## src/rtl/axi_pkg.sv

```systemverilog
// axi_pkg: FSM state encoding and AXI4 constants shared by the burst master.
package axi_pkg;
   typedef enum logic [2:0] {S_IDLE, S_AR, S_R, S_AW, S_W, S_B} state_t;
   localparam logic [1:0] BURST_INCR  = 2'b01;
   localparam logic [1:0] RESP_OKAY   = 2'b00;
   localparam logic [1:0] RESP_SLVERR = 2'b10;
endpackage

```

## src/rtl/axi_burst_master.sv

```systemverilog
// axi_burst_master: AXI4 INCR burst master for cache-line refill and writeback.
module axi_burst_master
   import axi_pkg::*;
#(
   parameter int ADDR_WIDTH  = 32,
   parameter int DATA_WIDTH  = 32,
   parameter int BLOCK_WORDS = 16
) (
   input  logic                             clk,
   input  logic                             arst,
   input  logic                             i_start_read,
   input  logic                             i_start_write,
   input  logic [ADDR_WIDTH-1:0]            i_addr,
   input  logic [DATA_WIDTH-1:0]            i_write_data,
   output logic [$clog2(BLOCK_WORDS)-1:0]   o_write_beat_idx,
   output logic [$clog2(BLOCK_WORDS)-1:0]   o_read_beat_idx,
   output logic [DATA_WIDTH-1:0]            o_read_data,
   output logic                             o_read_beat_valid,
   output logic                             o_read_last,
   output logic                             o_b_resp,
   output logic                             o_busy,
   output logic                             o_error,
   output logic [ADDR_WIDTH-1:0]            o_araddr,
   output logic [7:0]                       o_arlen,
   output logic [2:0]                       o_arsize,
   output logic [1:0]                       o_arburst,
   output logic                             o_arvalid,
   input  logic                             i_arready,
   input  logic [DATA_WIDTH-1:0]            i_rdata,
   input  logic [1:0]                       i_rresp,
   input  logic                             i_rlast,
   input  logic                             i_rvalid,
   output logic                             o_rready,
   output logic [ADDR_WIDTH-1:0]            o_awaddr,
   output logic [7:0]                       o_awlen,
   output logic [2:0]                       o_awsize,
   output logic [1:0]                       o_awburst,
   output logic                             o_awvalid,
   input  logic                             i_awready,
   output logic [DATA_WIDTH-1:0]            o_wdata,
   output logic [DATA_WIDTH/8-1:0]          o_wstrb,
   output logic                             o_wlast,
   output logic                             o_wvalid,
   input  logic                             i_wready,
   input  logic [1:0]                       i_bresp,
   input  logic                             i_bvalid,
   output logic                             o_bready
);
   localparam int CW = $clog2(BLOCK_WORDS);
   localparam logic [CW-1:0] LAST_IDX = CW'(BLOCK_WORDS - 1);
   state_t                  r_state, w_next;
   logic [ADDR_WIDTH-1:0]   r_addr;
   logic [CW-1:0]           r_cnt, r_ridx;
   logic [DATA_WIDTH-1:0]   r_rdata;
   logic                    r_rbv, r_rlast, r_bresp, r_err;
   logic                    w_start, w_last;
   assign w_start = (r_state == S_IDLE) && (i_start_read || i_start_write);
   assign w_last  = r_cnt == LAST_IDX;
   always_ff @(posedge clk or negedge arst)
      if (!arst) r_state <= S_IDLE;
      else       r_state <= w_next;
   always_comb begin
      w_next = r_state;
      unique case (r_state)
         S_IDLE:  w_next = i_start_write ? S_AW : i_start_read ? S_AR : S_IDLE;
         S_AR:    w_next = i_arready ? S_R : S_AR;
         S_R:     w_next = (i_rvalid && i_rlast) ? S_IDLE : S_R;
         S_AW:    w_next = i_awready ? S_W : S_AW;
         S_W:     w_next = (i_wready && w_last) ? S_B : S_W;
         S_B:     w_next = i_bvalid ? S_IDLE : S_B;
         default: w_next = S_IDLE;
      endcase
   end
   // One counter serves both directions; it saturates so a missing rlast cannot wrap it.
   always_ff @(posedge clk or negedge arst)
      if (!arst) begin
         r_addr  <= '0;
         r_cnt   <= '0;
         r_ridx  <= '0;
         r_rdata <= '0;
         r_rbv   <= 1'b0;
         r_rlast <= 1'b0;
         r_bresp <= 1'b0;
         r_err   <= 1'b0;
      end else begin
         r_rbv   <= 1'b0;
         r_rlast <= 1'b0;
         r_bresp <= 1'b0;
         if (w_start) begin
            r_addr <= i_addr;
            r_cnt  <= '0;
            r_err  <= 1'b0;
         end
         if (r_state == S_R && i_rvalid) begin
            r_rdata <= i_rdata;
            r_rbv   <= 1'b1;
            r_ridx  <= r_cnt;
            r_rlast <= i_rlast;
            if (!w_last) r_cnt <= r_cnt + 1'b1;
            if (i_rresp != RESP_OKAY || i_rlast != w_last) r_err <= 1'b1;
         end
         if (r_state == S_W && i_wready && !w_last) r_cnt <= r_cnt + 1'b1;
         if (r_state == S_B && i_bvalid) begin
            r_bresp <= 1'b1;
            if (i_bresp != RESP_OKAY) r_err <= 1'b1;
         end
      end
   assign o_busy            = r_state != S_IDLE;
   assign o_error           = r_err;
   assign o_read_data       = r_rdata;
   assign o_read_beat_valid = r_rbv;
   assign o_read_beat_idx   = r_ridx;
   assign o_read_last       = r_rlast;
   assign o_b_resp          = r_bresp;
   assign o_write_beat_idx  = r_cnt;
   assign o_araddr          = r_addr;
   assign o_arlen           = 8'(BLOCK_WORDS - 1);
   assign o_arsize          = 3'($clog2(DATA_WIDTH / 8));
   assign o_arburst         = BURST_INCR;
   assign o_arvalid         = r_state == S_AR;
   assign o_rready          = r_state == S_R;
   assign o_awaddr          = r_addr;
   assign o_awlen           = 8'(BLOCK_WORDS - 1);
   assign o_awsize          = 3'($clog2(DATA_WIDTH / 8));
   assign o_awburst         = BURST_INCR;
   assign o_awvalid         = r_state == S_AW;
   assign o_wvalid          = r_state == S_W;
   assign o_wdata           = i_write_data;
   assign o_wstrb           = '1;
   assign o_wlast           = (r_state == S_W) && w_last;
   assign o_bready          = r_state == S_B;
endmodule

```

## config.mk

```make
export PLATFORM = sky130hd
export DESIGN_NAME = axi_burst_master
export DESIGN_NICKNAME = d
export VERILOG_FILES = /design/src/rtl/axi_pkg.sv /design/src/rtl/axi_burst_master.sv
export SDC_FILE = /design/constraint.sdc
export NUM_CORES = 1
export LEC_CHECK = 0
export BUFFER_PORTS_ARGS = -buffer_cell sky130_fd_sc_hd__buf_2
export CORE_AREA = 2 2 110 112
export DETAILED_ROUTE_END_ITERATION = 7
export DIE_AREA = 0 0 112 114
export HOLD_SLACK_MARGIN = 0.03
export PLACE_DENSITY = 0.7
export SETUP_SLACK_MARGIN = 0.15
export SYNTH_ARGS = -nofsm -noshare
export SYNTH_HDL_FRONTEND = slang
export SYNTH_SLANG_ARGS = --single-unit
```

## constraint.sdc

```tcl
create_clock -name clk -period 3.05 [get_ports clk]
set_clock_uncertainty 0.1 [all_clocks]
set_input_delay 0.4575 -clock clk [delete_from_list [all_inputs] [get_ports clk]]
set_output_delay 0.4575 -clock clk [all_outputs]
set_load 0.01 [all_outputs]
```

; ---- Yosys cells after proc, flatten, opt, wreduce, memory -nomap -nowiden
; Cells that the tools add are included.
[word_totals]
regBits = 79
latch_bits = 0
ramBits = 0
mem_bits_ro = 0
input_bits = 110
out_inout_bits = 177
elab_cells = 52
memories = 0
[classes]
add_sub_neg = 1
multipliers = 0
n_div = 0
magnitude_cmp = 0
eq_ne = 7
n_shift = 0
n_mux = 20
n_bitwise = 0
reduce_logical = 15
[op_table]
columns = operator, count
row1 = 3-bit case mux with 6 select lines, 1
row2 = 4-bit 2-to-1 mux, 4
row3 = 1-bit 2-to-1 mux, 10
row4 = 1-bit logical AND, 8
row5 = "3-bit by 2-bit == test with 1-bit output, second input constant", 2
row6 = "3-bit == test, second input constant", 2
row7 = 2-bit 2-to-1 mux, 3
row8 = 3-bit 2-to-1 mux, 2
row9 = "4-bit by 1-bit adder with 4-bit output, second input constant", 1
row10 = "4-bit == test, second input constant", 1
row11 = 2-bit nonzero test, 2
row12 = "3-bit by 1-bit == test with 1-bit output, second input constant", 1
row13 = 3-bit zero test, 1
row14 = 3-bit nonzero test, 1
row15 = 1-bit logical OR, 2
row16 = 1-bit zero test, 1
row17 = 1-bit inequality test, 1

; ---- Longest topological paths before layout
; Gate-level depths: netlist (run 1).
[logic_depth]
ltp_word = 7
ltp_mapped = 5
depth_no_buf = 4

; ---- Least setup slack after synthesis (run 1)
; No wires, ideal clock.
[synth_timing]
path_type = reg2out
start = register r_cnt[0] (netlist: o_write_beat_idx[0])
end = output port o_wlast
arrival_time_ns = 1.347
required_ns = 2.492
path_slack_ns = 1.146
stages_incl_launch_ff = 4
n_path_buf = 0
path_cell_list = dfrtp_1 -> ha_1 -> nand3_1 -> nor4b_1
[synth_via]
elab_chain_len = 2
[synth_lines]
columns = element, line_no
row1 = start: declaration, axi_burst_master.sv:53  ; logic [CW-1:0] r_cnt, r_ridx;
row2 = start signal: assignment, axi_burst_master.sv:99  ; if (!w_last) r_cnt <= r_cnt + 1'b1;
row3 = start signal: assignment, axi_burst_master.sv:102  ; if (r_state == S_W && i_wready && !w_last) r_cnt <= r_cnt + 1'b1;
row4 = 4-bit == test, axi_burst_master.sv:58  ; assign w_last = r_cnt == LAST_IDX;
row5 = 1-bit logical AND, axi_burst_master.sv:130  ; assign o_wlast = (r_state == S_W) && w_last;
row6 = end: declaration, axi_burst_master.sv:42  ; output logic o_wlast,
; No other way between the ends.

; ---- Worst setup path in the final report (run 1)
; Same ends and word-level chain as after synthesis.

==> impl_metrics.json, run 1 <==
{
  "status": "complete, no violations",
  "post-route-period-util_pct": 78.66,
  "maxClockFrequency_mhz": 416.8,
  "h-tree-depth": 3,
  "grt-busiest-layer": "met2",
  "multiInputGateArea_um2": 1350,
  "slew_violations": 0,
  "synth_top_area_share_pct": 48.74,
  "synth.area.top_cells": "dfrtp_1 49%, buf_4 18%, mux2_2 11%",
  "place.gp.congestion": 0.8307,
  "p_leak_nw": 2.487,
  "yosysTopAreaCell": "dfrtp_1",
  "internal-power_mw": 3.439,
  "cts_buffer_depth": 2,
  "switchingPower_mw": 1.857,
  "port_buffers": 192,
  "power_frac_seq_pct": 36.3,
  "cts_resized": 0,
  "grt_use_met1_pct": 13.88,
  "timing.hold.ws_ns": 0.1706,
  "max_cap_violations": 0,
  "rsz0062_at_grt": "no",
  "grtUsageMet2_pct": 20.81,
  "p_per_area_nw_per_um2": 1104,
  "pin_count": 287,
  "die_w_um": 112,
  "cts_root_buf": "clkbuf_16",
  "sw_frac_of_total_pct": 35.06,
  "post_cts_buffers": 0,
  "vias": 2551,
  "grt_pass1_wl_um": 12390,
  "drive_gt1_share_pct": 63.93,
  "clk_latency_ns": 0.33,
  "clkPwrFrac_pct": 18.0,
  "final_net_count": 545,
  "initial_core_util_pct": 34.64,
  "cts.clk_slew.worst_paths_ns": 0.06,
  "power_mw": 5.296,
  "crit_type": "flop to output pin",
  "fillerInstances": 1128,
  "synth_seq_cells": 79,
  "grt_max_degree": 80,
  "synth_ff_type": "dfrtp_1",
  "rows": 40,
  "yosysSeqAreaShare_pct": 48.74,
  "dieArea_um2": 12770,
  "critPathMaxFanout": 6,
  "tightestPinTransition_ns": 0.9904,
  "yosysMostFrequentCell": "buf_4",
  "core_um2": 11710,
  "ant_nets": 0,
  "gr-usage-all-layers_pct": 12.48,
  "netlist-cell-type-count": 40,
  "setup_tns_ns": 0,
  "antenna_found_initial": 1,
  "ir_drop_mv": 0.4799,
  "cp-end-kind": "output pin",
  "wl_per_cell_um": 14.22,
  "dpl.hpwl_um": 6279,
  "drc": 0,
  "dr.pass1.iters": 4,
  "max_stage_delay_ns": 0.47,
  "setup_viol": 0,
  "areaGrowthSynthToFinish_pct": 18.29,
  "dieHeight_um": 114,
  "period_needed_ns": 2.399,
  "dr.first_iter.drc_count": 169,
  "wl_um": 8321,
  "avgSynthCellArea_um2": 13.21,
  "grt_overflow_total": 0,
  "crit_slowest_cell": "nor4b_1",
  "syn-cell-area_um2": 4056,
  "yosys-top-cells-count": "95 x buf_4, 79 x dfrtp_1, 40 x mux2_2",
  "gr-usage-met3_pct": 5.260,
  "cp.arrival_ns": 1.84,
  "n_antenna_cell": 0,
  "async_flop_share_pct": 100.0,
  "synth_edf_count": 0,
  "cp_data_required_time_ns": 2.49,
  "pwr-share-comb_pct": 45.7,
  "path_cells": "ha_1 -> nand3_1 -> nor4b_1 -> buf_2",
  "finalHoldViolCount": 0,
  "netlist_instances": 307,
  "viasPerCell": 4.361,
  "relSlewSlack_pct": 33.97,
  "hp-class": "primary input to async pin",
  "start_kind": "flop",
  "ys_warn_count": 0,
  "regArea_um2": 1977,
  "cts_sinks": 79,
  "postCtsHoldBufs": 0,
  "cts_made_buffers": 9,
  "cts_tree": "done",
  "grt_pass1_vias": 2432
}
-- worst max-delay path: cells and delay by family, from the launching register on --
family / cells / cell delay, ns
flip-flops: 1 / 0.43
adder cells (fa/ha/maj): 1 / 0.28
buffers and inverters: 1 / 0.22
AND/OR/NAND/NOR: 2 / 0.59
-- stage by stage --
stage	instances	util, %	setup slack (ns)	area [um2]
detailed placement	570	38.71	0.7468	4533
CTS	585	40.97	0.6116	4798
global placement	570	38.71	0.8075	4533
floorplan	335	-	1.146	4161
finish	585	40.97	0.6509	4798
global route	585	40.97	0.4533	4798
-- cell usage in the layout (no fill, tap or decap), types with 2 or more instances in the layout --
cell       netlist  layout
clkbuf_16        0       9
nand2_1          3       3
and2_1           2       2
clkinv_2         0       3
and4bb_2         2       2
conb_1           2      30
dfrtp_1         79      79
mux2_4          28      28
buf_2            4     191
buf_12           3       2
a211oi_1         2       2
nor2_1           2       2
nor3b_1          2       2
mux2i_1          3       3
o21ai_0          7       7
nor2b_1          2       2
inv_1            5       5
mux2_2          40      40
nand3b_1         2       2
-- registers in the layout, indices dropped and copies added (netlist names) --
register	cells
o_araddr	32
o_b_resp	1
o_error	1
o_read_beat_idx	4
o_read_beat_valid	1
o_read_data	32
o_read_last	1
o_write_beat_idx	4
r_state	3
-- final cells by class --
class	count	share of cell area, %
Timing Repair Buffer	194	20.91
Clock inverter	4	0.4694
Multi-Input combinational cell	145	28.14
Inverter	5	0.3911
Clock buffer	11	5.059
Sequential cell	79	41.20
Tap cell	147	3.833
-- power groups by stage --
stage                     sequential, mW  clock (mW)  combinational (mW)
final                               1.92       0.954                2.42
after detailed placement            1.94           0                2.46
after global routing                2.00        1.03                2.61
after floorplan                     2.11           0                1.73
after CTS                           1.93        1.00                2.46
after global placement              1.91           0                2.42
-- routing by layer --
layer  wire (um)  vias up  part of all wire [%]
met3         894       12                    11
li1            -     1175                     -
met1        3227     1197                    39
met5           0        -                     0
met4         153        0                   1.8
met2        4046      167                    49
-- final timing paths --
path / cells past startpoint / startpoint / slack (ns) / end
max in group asynchronous: 1 / arst / 2.01 / r_state[2]
hold / removal: 1 / arst / 0.17 / o_araddr[30]
hold reg to reg: 1 / o_read_data[15] / 0.40 / o_read_data[15]
min in group clk: 2 / i_addr[10] / 0.26 / o_araddr[10]
setup / recovery: 4 / o_write_beat_idx[0] / 0.65 / o_wlast
setup reg to reg: 4 / r_state[0] / 0.75 / o_araddr[0]
-- logic make-up after synthesis --
group,count (synthesis),synth area share [%]
buf+inv,111,20.57
flops,79,48.74
mux,72,22.86
simple gates,24,4.318
compound gates,18,3.023
other cells,2,0.1851
fa+ha+maj,1,0.3084
Power figures use the tool's default switching activity.
==> inputs of run 2 (changes only) <==
Settings changed: CORE_AREA 2 2 110 112 to 2 2 111 113, DIE_AREA 0 0 112 114 to 0 0 113 115, PLACE_DENSITY 0.7 to 0.72.
Clock period 3.05 ns to 2.05 ns, I/O delays scaled along.
==> run 2 against run 1 <==
  * The flow now finishes with violations (design-rule violations)
  * Sequential cell count stayed put
  * Core utilization grew 1.3 points
  * Sequential power rose by 45%
  * First-iteration DRC count shrank 30%
  * Via count grew 5.5%
  * Hold slack got worse by 0.065 ns
  * Cell count rose by 2.2%
==> impl_metrics.json, run 2 (same netlist as run 1, synthesis figures left out) <==
{
  "start_kind": "flop",
  "rr_worst_depth": 4,
  "final_net_count": 557,
  "n_antenna_cell": 0,
  "pin_count": 287,
  "areaGrowthSynthToFinish_pct": 23.01,
  "critPathMaxFanout": 5,
  "rsz0062_at_grt": "yes",
  "clk_latency_ns": 0.33,
  "finalHoldViolCount": 0,
  "timing.hold.ws_ns": 0.1057,
  "drive_gt1_share_pct": 65.19,
  "ir_drop_mv": 0.5803,
  "vias": 2691,
  "max_cap_violations": 0,
  "cp_data_required_time_ns": 1.64,
  "tightestPinTransition_ns": 0.5206,
  "status": "complete, but fails checks",
  "rows": 40,
  "setup_tns_ns": 0,
  "grt_pass1_wl_um": 13250,
  "dr.pass1.iters": 7,
  "ant_nets": 0,
  "p_per_area_nw_per_um2": 1669,
  "gr-usage-all-layers_pct": 13.05,
  "setup_viol": 0,
  "cp.arrival_ns": 1.44,
  "dieHeight_um": 115,
  "place.gp.congestion": 0.8222,
  "relSlewSlack_pct": 65.30,
  "dpl.hpwl_um": 6879,
  "cts_made_buffers": 9,
  "cts_buffer_depth": 2,
  "core_um2": 11810,
  "die_w_um": 113,
  "fin_cells": 598,
  "maxClockFrequency_mhz": 541.1,
  "grt_max_degree": 42,
  "cts_tree": "done",
  "wl_per_cell_um": 14.79,
  "h-tree-depth": 3,
  "dp.cells": 579,
  "period_needed_ns": 1.848,
  "finish.utilization_pct": 42.25,
  "dr.first_iter.drc_count": 118,
  "grt_pass1_vias": 2509,
  "port_buffers": 192,
  "drc": 20,
  "hold_depth": 2,
  "p_leak_nw": 2.574,
  "cp-end-kind": "output pin",
  "wl_um": 8844,
  "hp-class": "primary input to flop",
  "cts_sinks": 79,
  "initial_core_util_pct": 34.34,
  "crit_type": "flop to output pin",
  "antenna_found_initial": 0,
  "cts_root_buf": "clkbuf_16",
  "violations": "design-rule violations",
  "viasPerCell": 4.500,
  "final_common_cell": "buf_2",
  "final_cell_mix": "191 x buf_2, 79 x dfrtp_1, 40 x mux2_2",
  "cts.clk_slew.worst_paths_ns": 0.06,
  "post-route-period-util_pct": 90.15,
  "grt_overflow_total": 0,
  "slew_violations": 0,
  "dieArea_um2": 13000
}
-- run 2: cell count changes in the layout (fill, tap and decap cells not counted), sizes merged --
cell	before	now
bufinv	0	2
buf	194	205
clkbuf	11	12
clkinv	3	2
clkinvlp	1	0
dlygate4sd3	0	1
-- run 2: power by group --
part | switching (mW) | internal (mW)
Clock | 0.579 | 1.06
Combinational | 1.80 | 2.09
Sequential | 0.469 | 2.32
-- run 2: cell type report --
| type | count | area, um2 |
|---|---|---|
| fillers | 1116 | 6822 |
| flip-flops and latches | 79 | 1977 |
| multi-input cells | 145 | 1395 |
| repair buffers | 206 | 1109 |
| clock buffers | 12 | 236.5 |
| well taps | 147 | 183.9 |
| clock inverters | 4 | 70.07 |
| inverters | 5 | 18.77 |
-- run 2: worst paths after layout --
path	start	end	slack (ns)
worst max register to register	r_state[0]	o_read_data[16]	0.23
worst min-delay path	i_addr[24]	o_araddr[24]	0.11
worst min register to register	o_read_data[28]	o_read_data[28]	0.40
max in group asynchronous	arst	o_read_data[23]	0.86
worst max-delay path	r_state[2]	o_busy	0.20
min in group asynchronous	arst	o_araddr[14]	0.39
-- run 2: per-stage QoR --
step                      power, mW  worst slack, ns  cell area (um2)
after CTS                     8.434           0.1273             4969
after detailed placement      6.665           0.1993             4613
after floorplan               5.711           0.2606             4161
after global placement        6.564           0.2311             4613
after global routing          8.860           0.1454             4990
final                         8.326           0.2019             4990
-- run 2: metal layers --
layer / track usage (%) / wire [um] / vias to the layer above
met1: 15.55 / 3349 / 1310
li1: - / - / 1204
met2: 21.36 / 4456 / 159
met3: 4.639 / 865 / 18
met5: 0 / 0 / -
met4: 5.854 / 173 / 0
-- run 2: critical path, cell delays in order, from the launching register on --
cell and delay, ns:
dfrtp_1 0.37, or3_4 0.42, buf_4 0.17, buf_2 0.14
-- run 2: repair_timing --
item,4_1_cts,5_1_grt
resized for setup,4,3
setup endpoints to repair,2,2
buffers inserted,2,0
hold buffers,1,0
hold endpoints to repair,38,0
pin swaps,0,3
==> inputs of run 3 (changes only) <==
--- a/constraint.sdc
+++ b/constraint.sdc
@@ -3,3 +3,3 @@
 set_input_delay 0.3075 -clock clk [delete_from_list [all_inputs] [get_ports clk]]
 set_output_delay 0.3075 -clock clk [all_outputs]
-set_load 0.01 [all_outputs]
+set_load 0.1 [all_outputs]
==> run 3 against run 2 <==
  * The run still ends with design-rule violations left
  * Hold slack worse by 0.00061 ns
  * Die area unchanged
  * Setup slack worse by 0.081 ns
  * Via count down 1.1%
  * Maximum frequency down 4.2%
  * Design area up 3.2%
  * Register-to-register slack about the same
  * Critical endpoint is now o_wlast
==> impl_metrics.json, run 3 (same netlist as run 1, synthesis figures left out) <==
{
  "cp_data_required_time_ns": 1.64,
  "cp-end-kind": "output pin",
  "die_w_um": 113,
  "post-route-period-util_pct": 94.12,
  "finalHoldViolCount": 0,
  "cts_buffer_depth": 2,
  "h-tree-depth": 3,
  "dr.first_iter.drc_count": 129,
  "wl_um": 8714,
  "max_cap_violations": 0,
  "grt_pass1_wl_um": 13230,
  "grt_overflow_total": 0,
  "setup_viol": 0,
  "violations": "design-rule violations",
  "timing.hold.ws_ns": 0.1050,
  "period_needed_ns": 1.929,
  "dieHeight_um": 115,
  "status": "complete, but fails checks",
  "antenna_found_initial": 0,
  "grt_max_degree": 41,
  "wl_per_cell_um": 14.52,
  "final_common_cell": "buf_2",
  "n_antenna_cell": 0,
  "tightestPinTransition_ns": 0.5221,
  "final_net_count": 559,
  "timing.final.ws_setup_ns": 0.1206,
  "cts.clk_slew.worst_paths_ns": 0.06,
  "slew_violations": 0,
  "port_buffers": 192,
  "cp.arrival_ns": 1.52,
  "hp-class": "primary input to flop",
  "ant_nets": 0,
  "rows": 40,
  "clk_latency_ns": 0.33,
  "critPathMaxFanout": 2,
  "dieArea_um2": 13000,
  "dpl_worst_slack_ns": 0.2297,
  "vias": 2662,
  "grt_pass1_vias": 2648,
  "cts_made_buffers": 9,
  "dr.pass1.iters": 8,
  "design_area_um2": 5151,
  "areaGrowthSynthToFinish_pct": 26.99,
  "drc": 20,
  "rsz0062_at_grt": "yes",
  "relSlewSlack_pct": 65.19,
  "viasPerCell": 4.437,
  "place.gp.congestion": 0.7971,
  "dpl.hpwl_um": 6677,
  "crit_type": "flop to output pin",
  "cts_root_buf": "clkbuf_16",
  "gr-usage-all-layers_pct": 13.06,
  "cts_sinks": 79,
  "cts_tree": "done",
  "dpl_cell_area_um2": 4762,
  "maxClockFrequency_mhz": 518.3,
  "drive_gt1_share_pct": 68.21,
  "core_um2": 11810,
  "pin_count": 287,
  "final_cell_mix": "184 x buf_2, 75 x dfrtp_1, 40 x mux2_2",
  "initial_core_util_pct": 34.34,
  "start_kind": "flop"
}
run 3: cell types whose count changed in the layout (fill, tap and decap cells not counted), sizes merged:
cell / previous run / this run
clkinv: 2 / 3
bufinv: 2 / 1
clkbuf: 12 / 11
buf: 205 / 207
clkinvlp: 0 / 1
run 3: metrics by stage:
step,setup TNS (ns),instances,util [%]
after floorplan,-0.8118,335,-
after global placement,0,578,40.32
after detailed placement,0,578,40.32
after CTS,0,599,43.41
after global routing,0,600,43.61
final,0,600,43.61
run 3: worst paths after layout:
check | startpoint | endpoint | slack [ns] | depth (start not counted)
hold reg to reg | o_read_data[1] | o_read_data[1] | 0.40 | 1
max in group asynchronous | arst | o_read_data[3] | 0.88 | 3
min in group asynchronous | arst | o_araddr[30] | 0.39 | 2
setup reg to reg | r_state[0] | o_read_data[13] | 0.24 | 4
hold / removal | i_addr[30] | o_araddr[30] | 0.11 | 2
setup / recovery | o_write_beat_idx[0] | o_wlast | 0.12 | 4
run 3: layout make-up:
class / instances / area, um2
inverter: 5 / 18.77
timing repair buffer: 208 / 1219
sequential: 79 / 1987
multi-input combinational: 145 / 1434
fill: 1082 / 6660
clock inverter: 5 / 56.30
clock buffer: 11 / 252.7
tap: 147 / 183.9
run 3: timing repair:
item	in CTS	in global routing
pin swaps	2	3
setup endpoints to repair	6	6
setup buffers	4	1
hold endpoints to repair	39	0
hold buffers	1	0
cloned	0	0
resized for setup	5	6
run 3: critical path: stages, from the launching register on:
cell and delay (ns):
dfrtp_4 0.43, ha_4 0.15, nand3_4 0.08, nor4b_4 0.31
buf_12 0.22
run 3: routing by layer:
| layer | vias to the layer above | share of wire, % | global-route usage [%] |
|---|---|---|---|
| met4 | 0 | 1.4 | 4.959 |
| met1 | 1270 | 38 | 14.45 |
| met3 | 11 | 10 | 5.271 |
| met2 | 178 | 51 | 22.67 |
| li1 | 1203 | - | - |
| met5 | - | 0 | 0 |
Power of run 3 is left out: the tool's default activity adds up to more than one toggle a clock period on the data nets, which glitch-free logic cannot reach.
